## src/rtl/id_ex_stage.sv

```systemverilog
// ID/EX pipeline register: captures decode, decodes ALU op, forwards operands.
// Ports: id_* decode in, exmem_*/memwb_* forward sources, ALU*/ex_* out, load_use out.
module id_ex_stage #(
  parameter bit FWD_EN = 1'b1
) (
  input  logic        clk,
  input  logic        rst,
  input  logic        id_valid,
  input  logic [31:0] id_rs_data,
  input  logic [31:0] id_rt_data,
  input  logic [15:0] id_imm,
  input  logic [4:0]  id_rs,
  input  logic [4:0]  id_rt,
  input  logic [4:0]  id_rd,
  input  logic [1:0]  id_aluop,
  input  logic [5:0]  id_funct,
  input  logic        id_alusrc,
  input  logic        id_regdst,
  input  logic        id_regwrite,
  input  logic        id_memread,
  input  logic        id_memwrite,
  input  logic        id_memtoreg,
  input  logic        stall,
  input  logic        flush,
  input  logic        exmem_regwrite,
  input  logic [4:0]  exmem_rd,
  input  logic [31:0] exmem_result,
  input  logic        memwb_regwrite,
  input  logic [4:0]  memwb_rd,
  input  logic [31:0] memwb_result,
  output logic [31:0] ALUin1,
  output logic [31:0] ALUin2,
  output logic [3:0]  ALUctrl,
  output logic        ex_valid,
  output logic        ex_regwrite,
  output logic        ex_memread,
  output logic        ex_memwrite,
  output logic        ex_memtoreg,
  output logic [4:0]  ex_dest,
  output logic [31:0] ex_store_data,
  output logic        load_use
);

  typedef struct packed {
    logic        valid;
    logic        regwrite;
    logic        memread;
    logic        memwrite;
    logic        memtoreg;
    logic        alusrc;
    logic [4:0]  rs;
    logic [4:0]  rt;
    logic [4:0]  dest;
    logic [31:0] rs_data;
    logic [31:0] rt_data;
    logic [31:0] imm;
    logic [3:0]  aluctrl;
  } id_ex_t;

  // aluctrl is the LSB field; a bubble is all-zero with ALU op = add
  localparam id_ex_t BUB =
    id_ex_t'({{($bits(id_ex_t)-4){1'b0}}, 4'b0010});

  id_ex_t q, d, cap;
  logic [3:0]  ctrl;
  logic        funct_ok;
  logic [31:0] imm_ext;
  logic [31:0] rs_fwd;
  logic [31:0] rt_fwd;

  always_comb begin
    ctrl     = 4'b0010;
    funct_ok = 1'b1;
    unique case (id_aluop)
      2'b00: ctrl = 4'b0010;
      2'b01: ctrl = 4'b0110;
      2'b11: ctrl = 4'b0001;
      2'b10: begin
        unique case (id_funct)
          6'b100000: ctrl = 4'b0010;
          6'b100010: ctrl = 4'b0110;
          6'b100100: ctrl = 4'b0000;
          6'b100101: ctrl = 4'b0001;
          6'b101010: ctrl = 4'b0111;
          default: begin
            ctrl     = 4'b1111;
            funct_ok = 1'b0;
          end
        endcase
      end
    endcase
  end

  // logical-immediate class (ori) takes a zero-extended immediate
  assign imm_ext = (id_aluop == 2'b11) ? {16'b0, id_imm}
                                       : {{16{id_imm[15]}}, id_imm};

  assign load_use = q.valid & q.memread & id_valid &
                    (q.dest != 5'd0) &
                    ((q.dest == id_rs) | (q.dest == id_rt));

  always_comb begin
    cap = BUB;
    if (id_valid) begin
      cap.valid    = 1'b1;
      cap.regwrite = id_regwrite & funct_ok;
      cap.memread  = id_memread;
      cap.memwrite = id_memwrite;
      cap.memtoreg = id_memtoreg;
      cap.alusrc   = id_alusrc;
      cap.rs       = id_rs;
      cap.rt       = id_rt;
      cap.dest     = id_regdst ? id_rd : id_rt;
      cap.rs_data  = id_rs_data;
      cap.rt_data  = id_rt_data;
      cap.imm      = imm_ext;
      cap.aluctrl  = ctrl;
    end
  end

  // a stall holds a pending load-use bubble until the stall lifts
  always_comb begin
    d = cap;
    if (flush)         d = BUB;
    else if (stall)    d = q;
    else if (load_use) d = BUB;
  end

  always_ff @(posedge clk or posedge rst) begin
    if (rst) q <= BUB;
    else     q <= d;
  end

  // EX/MEM is the younger result, so it wins over MEM/WB
  always_comb begin
    rs_fwd = q.rs_data;
    if (FWD_EN && q.rs != 5'd0) begin
      if (exmem_regwrite && exmem_rd == q.rs)
        rs_fwd = exmem_result;
      else if (memwb_regwrite && memwb_rd == q.rs)
        rs_fwd = memwb_result;
    end
  end

  always_comb begin
    rt_fwd = q.rt_data;
    if (FWD_EN && q.rt != 5'd0) begin
      if (exmem_regwrite && exmem_rd == q.rt)
        rt_fwd = exmem_result;
      else if (memwb_regwrite && memwb_rd == q.rt)
        rt_fwd = memwb_result;
    end
  end

  assign ALUin1        = rs_fwd;
  assign ALUin2        = q.alusrc ? q.imm : rt_fwd;
  assign ex_store_data = rt_fwd;
  assign ALUctrl       = q.aluctrl;
  assign ex_valid      = q.valid;
  assign ex_regwrite   = q.regwrite;
  assign ex_memread    = q.memread;
  assign ex_memwrite   = q.memwrite;
  assign ex_memtoreg   = q.memtoreg;
  assign ex_dest       = q.dest;

endmodule

```

## config.mk

```make
export PLATFORM = sky130hd
export DESIGN_NAME = id_ex_stage
export DESIGN_NICKNAME = d
export VERILOG_FILES = /design/src/rtl/id_ex_stage.sv
export SDC_FILE = /design/constraint.sdc
export NUM_CORES = 1
export LEC_CHECK = 0
export CAP_MARGIN = 5
export CORE_MARGIN = 4
export CORE_UTILIZATION = 40
export CTS_BUF_LIST = sky130_fd_sc_hd__clkbuf_4
export CTS_CLUSTER_SIZE = 10
export DETAILED_ROUTE_END_ITERATION = 10
export GPL_TIMING_DRIVEN = 0
export HOLD_SLACK_MARGIN = 0.15
export PLACE_DENSITY = 0.78
export SLEW_MARGIN = 30
export SYNTH_ARGS = -nofsm -noshare
export SYNTH_HDL_FRONTEND = slang
export SYNTH_SLANG_ARGS = --single-unit
export TNS_END_PERCENT = 5
```

## constraint.sdc

```tcl
create_clock -name clk -period 4.1 [get_ports clk]
set_input_delay 0.82 -clock clk [delete_from_list [all_inputs] [get_ports clk]]
set_output_delay 0.82 -clock clk [all_outputs]
set_load 0.005 [all_outputs]
```

# Word level (Yosys, flattened, before mapping)

Index checks and enable logic that the tools add are counted.

Multipliers: 0
Muxes and demuxes: 17
Add/subtract/negate cells: 0
Shifts and indexed selects: 0
Reductions and logical operators: 9
Bitwise gates (word level): 6
Magnitude comparators: 0
Eq/ne operators: 15
Div/mod/pow operators: 0

Operators with widths:

| kind                                                  | count |
|---|---|
| 2-to-1 mux 121 bit                                    | 4 |
| 2-to-1 mux 32 bit                                     | 8 |
| equality test 5 bit                                   | 6 |
| equality test 6 bit, second input constant            | 5 |
| case mux 4 bit (5 select lines)                       | 1 |
| case mux 4 bit (4 select lines)                       | 1 |
| nonzero test 5 bit                                    | 3 |
| bitwise AND 1 bit                                     | 5 |
| 2-to-1 mux 5 bit                                      | 1 |
| OR reduction 5 bit                                    | 1 |
| equality test 2 bit, second input constant            | 2 |
| logical AND 1 bit                                     | 4 |
| equality test 2 x 1 -> 1 bit, second input constant   | 1 |
| zero test 2 bit                                       | 1 |
| 2-to-1 mux 1 bit                                      | 2 |
| inequality test 2 x 1 -> 1 bit, second input constant | 1 |
| OR 1 bit                                              | 1 |

Register bits after elaboration: 121
Memory bits (writable): 0
Output and inout port bits: 111
Bits in read-only memories: 0
Memories kept: 0
Input bits: 190
Logic and storage cells: 60
Bits in latches: 0

# Depth between registers and ports, before layout

Word-level depth: 9
Gate-level depth with buffers: 9
Depth with buffers taken out: 5

# Worst setup path after synthesis

OpenSTA, ideal clock, no wires.

Path kind: input-to-output
From: input port exmem_rd[0]
To: output port ALUin2[21]
Path slack: 745 ps
Arrival time: 2535 ps
Data required time: 3280 ps
Stages on the path: 7
Path buffers: 2
Cells stage by stage: xnor2_1 -> nand4_1 -> o211ai_1 -> nand2b_1 -> clkbuf_1 -> clkbuf_1 -> o221a_1

Longest elaborated chain between the ends: 5

Ends and longest elaborated chain:

| what                | line | source |
|---|---|---|
| from (decl)         | 26   | `input logic [4:0] exmem_rd,` |
| equality test 5 bit | 148  | `if (exmem_regwrite && exmem_rd == q.rt)` |
| logical AND 1 bit   | 148  |  |
| 2-to-1 mux 32 bit   | 148  |  |
| 2-to-1 mux 32 bit   | 147  | `if (FWD_EN && q.rt != 5'd0) begin` |
| 2-to-1 mux 32 bit   | 156  | `assign ALUin2 = q.alusrc ? q.imm : rt_fwd;` |
| to (decl)           | 32   | `output logic [31:0] ALUin2,` |

Every way passes these cells.

# Worst setup path in the final report

From: input port memwb_rd[4]
To: output port ex_store_data[12]

Longest elaborated chain between the ends: 5

Ends and longest elaborated chain:

| what                | line | source |
|---|---|---|
| from (decl)         | 29   | `input logic [4:0] memwb_rd,` |
| equality test 5 bit | 150  | `else if (memwb_regwrite && memwb_rd == q.rt)` |
| logical AND 1 bit   | 150  |  |
| 2-to-1 mux 32 bit   | 150  |  |
| 2-to-1 mux 32 bit   | 148  |  |
| 2-to-1 mux 32 bit   | 147  |  |
| to (decl)           | 40   | `output logic [31:0] ex_store_data,` |

Every way passes these cells.

==> results.py <==
metrics = {
    "clocking": {
        "clk_pin_slew_worst_paths_ns": 0.14,
        "cts_tree": "yes",
        "clock_latency_ns": 0.50,
        "ctsHoldBuffers": 0,
        "numClockSinks": 106,
        "cts_root_buf": "clkbuf_4",
        "numCtsBuffers": 9,
        "clockBufferDepth": 2,
        "cts-htree-levels": 3,
    },
    "timing": {
        "fin_crit_sh": 1.02,
        "finalSetupTns_ns": -0.364,
        "tightest_slew_ns": 0.796,
        "setup_slack_ns": -0.0781,
        "hold_viol_final": 0,
        "setup-violations-final": 9,
        "fmax_mhz": 239,
        "slew_viol_final": 0,
        "relSlewSlack": 0.469,
        "min_period_ns": 4.18,
        "fin_skew_ns": 0.0258,
        "rsz0062_at_grt": "true",
    },
    "layout": {
        "fin_area_sq_um": 10300,
        "fillers": 1347,
        "drive_gt1_frac": 0.101,
        "fin_cells": 1217,
        "nets": 1183,
        "syn_to_final_growth_pct": 58.0,
        "regArea_sq_um": 2660,
        "multi_input_comb_area_sq_um": 3550,
    },
    "placement": {
        "placed_cells": 1195,
        "port_buffers": 300,
        "placed_cell_area_sq_um": 9840,
        "place_ws_ns": -1.20,
        "dp_hpwl_um": 22400,
        "place.gp.congestion": 0.951,
    },
    "floorplan": {
        "ios": 301,
        "start_util": 0.409,
        "fp.dieArea_sq_um": 18400,
        "fp.coreArea_sq_um": 15900,
        "die_height_um": 136,
        "fp.dieW_um": 136,
        "rows": 46,
    },
    "route": {
        "dr.pass1.iters": 7,
        "wl_met2_um": 13700,
        "post_drt_via_cell_ratio": 6.05,
        "drt_iter0_drc": 634,
        "top_layer_used": "met5",
        "drc": 0,
        "wl_met1_um": 11300,
        "detail_route.wirelength_um": 29300,
        "num_vias": 7365,
        "wl_per_cell_um": 24.1,
        "wl_met3_um": 3030,
        "drtAntennaViolNets": 0,
    },
    "synth": {
        "ys_seq_area_frac": 0.407,
        "synth_flop_cell": "dfrtp_1",
        "synth_cells": 678,
        "syn_nets": 868,
        "synth_warnings": 0,
        "async_flop_share": 1.00,
        "synth-edff-count": 0,
        "synth_seq_cells": 106,
        "synth_area_per_cell_sq_um": 9.63,
        "syn_area_sq_um": 6530,
        "ys_types": 53,
    },
    "global_route": {
        "antenna_found_initial": 4,
        "grt_pass1_wl_um": 42800,
        "gr-total-overflow": 0,
        "grt_max_degree": 65,
        "grt.total_usage": 0.304,
        "grt_pass1_vias": 7508,
    },
    "status": {
        "violations": "negative setup slack",
        "outcome": "finished with violations",
    },
    "pwr": {
        "ir_drop_v": 0.000128,
        "leakagePower_uw": 0.00446,
        "power_density_nw_per_um2": 228,
    },
    "critical_path": {
        "end_kind": "primary output",
        "crit_path_start_kind": "input port",
        "crit_arrival_ns": 3.36,
        "cp.required_ns": 3.28,
        "path_max_fanout": 10,
        "setup.worst_path.class": "input port to primary output",
    },
    "job": {
        "cap_violations": 0,
    },
    "hold_path": {
        "hp-class": "flop to flop",
    },
}
what timing repair did:
action                                  in CTS  in global routing
endpoints found under the setup margin      96                 80
gates cloned                                 0                  0
resized for setup                           92                 39
pin swaps                                    9                  3
setup buffers                                6                  2
report_power, final:
group          internal [uW]  switching, uW
Sequential              1080           34.7
Combinational            391            341
Clock                    127            370
per-stage QoR:
stage	hold slack (ns)	power (uW)	utilization
after floorplan	0.439	1400	-
after global placement	0.466	1840	0.615
after detailed placement	0.472	1850	0.617
after CTS	0.493	2350	0.639
after global routing	0.505	2440	0.647
final	0.488	2350	0.647
synth_stat cells, types with 6 or more instances:
master	n	area (sq um)
buf_1	12	45.0
xor2_1	18	158
nand4_1	18	113
a22o_1	101	885
nand3_1	19	95.1
o21a_1	17	128
inv_1	50	188
nand2_1	40	150
nor3_1	6	30.0
o31ai_1	15	113
buf_4	9	67.6
nor4_1	17	106
o221ai_1	32	280
o221a_1	16	180
clkbuf_1	55	206
dfrtp_1	105	2630
xnor2_1	12	105
o22ai_1	16	100
nor2_1	9	33.8
or3_1	16	100
a221oi_1	15	131
a2bb2oi_1	31	272
state kept, by name, indices dropped and copies added (netlist names):
name         count
ex_regwrite      1
ex_valid         1
ex_memwrite      1
ex_memtoreg      1
ex_memread       1
q               92
ALUctrl          4
ex_dest          5
path summary, 6_finish.rpt:
path	from	end	slack, ns	cells after the start
worst max-delay path	memwb_rd[4]	ex_store_data[12]	-0.08	8
worst min-delay path	ALUctrl[1]	ALUctrl[1]	0.49	2
worst max register to register	ex_dest[1]	q[51]	0.99	7
worst min register to register	ALUctrl[1]	ALUctrl[1]	0.49	2
max in group asynchronous	rst	ALUctrl[1]	2.70	3
min in group asynchronous	rst	q[51]	0.69	2
worst max-delay path: stages:
cell and delay (ns):
clkdlybuf4s50_1 0.45, xor2_1 0.18, nor4_4 0.39, nand2_2 0.21, clkbuf_4 0.27, o31ai_2 0.38, a2bb2oi_1 0.15, clkdlybuf4s50_1 0.50
cell type report:
type / instances / area share
multi-input cells: 442 / 0.344
repair buffers: 309 / 0.302
flip-flops and latches: 106 / 0.257
plain buffers: 75 / 0.0404
well taps: 216 / 0.0262
inverters: 50 / 0.0189
clock buffers: 10 / 0.00728
clock inverters: 6 / 0.00315
diodes: 3 / 0.000728
routing by layer:
layer  track usage  up-vias
met5             0        -
met4         0.138        2
met3        0.0888       70
met2         0.495      444
met1         0.373     3575
li1              -     3274
cell families after synthesis:
kind of cell,synth area share
buffers and inverters,0.0836
AND/OR/NAND/NOR,0.118
multiplexers,0.0102
XOR/XNOR,0.0403
AO/OA/AOI/OAI,0.341
flip-flops,0.407
layout by cell type, fill, tap and decap left out, types with 3 or more instances in the layout:
cell type,synthesis,layout
clkdlybuf4s50_1,0,260
dfrtp_1,105,104
a22o_1,101,101
inv_1,50,49
clkbuf_1,55,37
nand2_1,40,36
o221ai_1,32,27
dlygate4sd2_1,0,25
a2bb2oi_1,31,23
nand3_1,19,19
xor2_1,18,18
nand4_1,18,18
buf_4,9,17
o22ai_1,16,16
clkbuf_4,0,16
o21a_1,17,16
o221a_1,16,16
or3_1,16,15
nor4_1,17,15
a221oi_1,15,15
dlymetal6s2s_1,0,15
xnor2_1,12,12
o31ai_2,0,9
a2bb2oi_2,0,8
nor2_1,9,7
buf_1,12,7
buf_2,0,6
nor3_1,6,5
mux2_2,5,5
clkbuf_8,0,5
o31ai_1,15,5
o221ai_2,0,5
nor2b_1,4,4
nand2b_1,5,4
nand2_2,0,4
diode_2,0,3
clkinv_1,0,3
(Power assumes the default switching activity.)
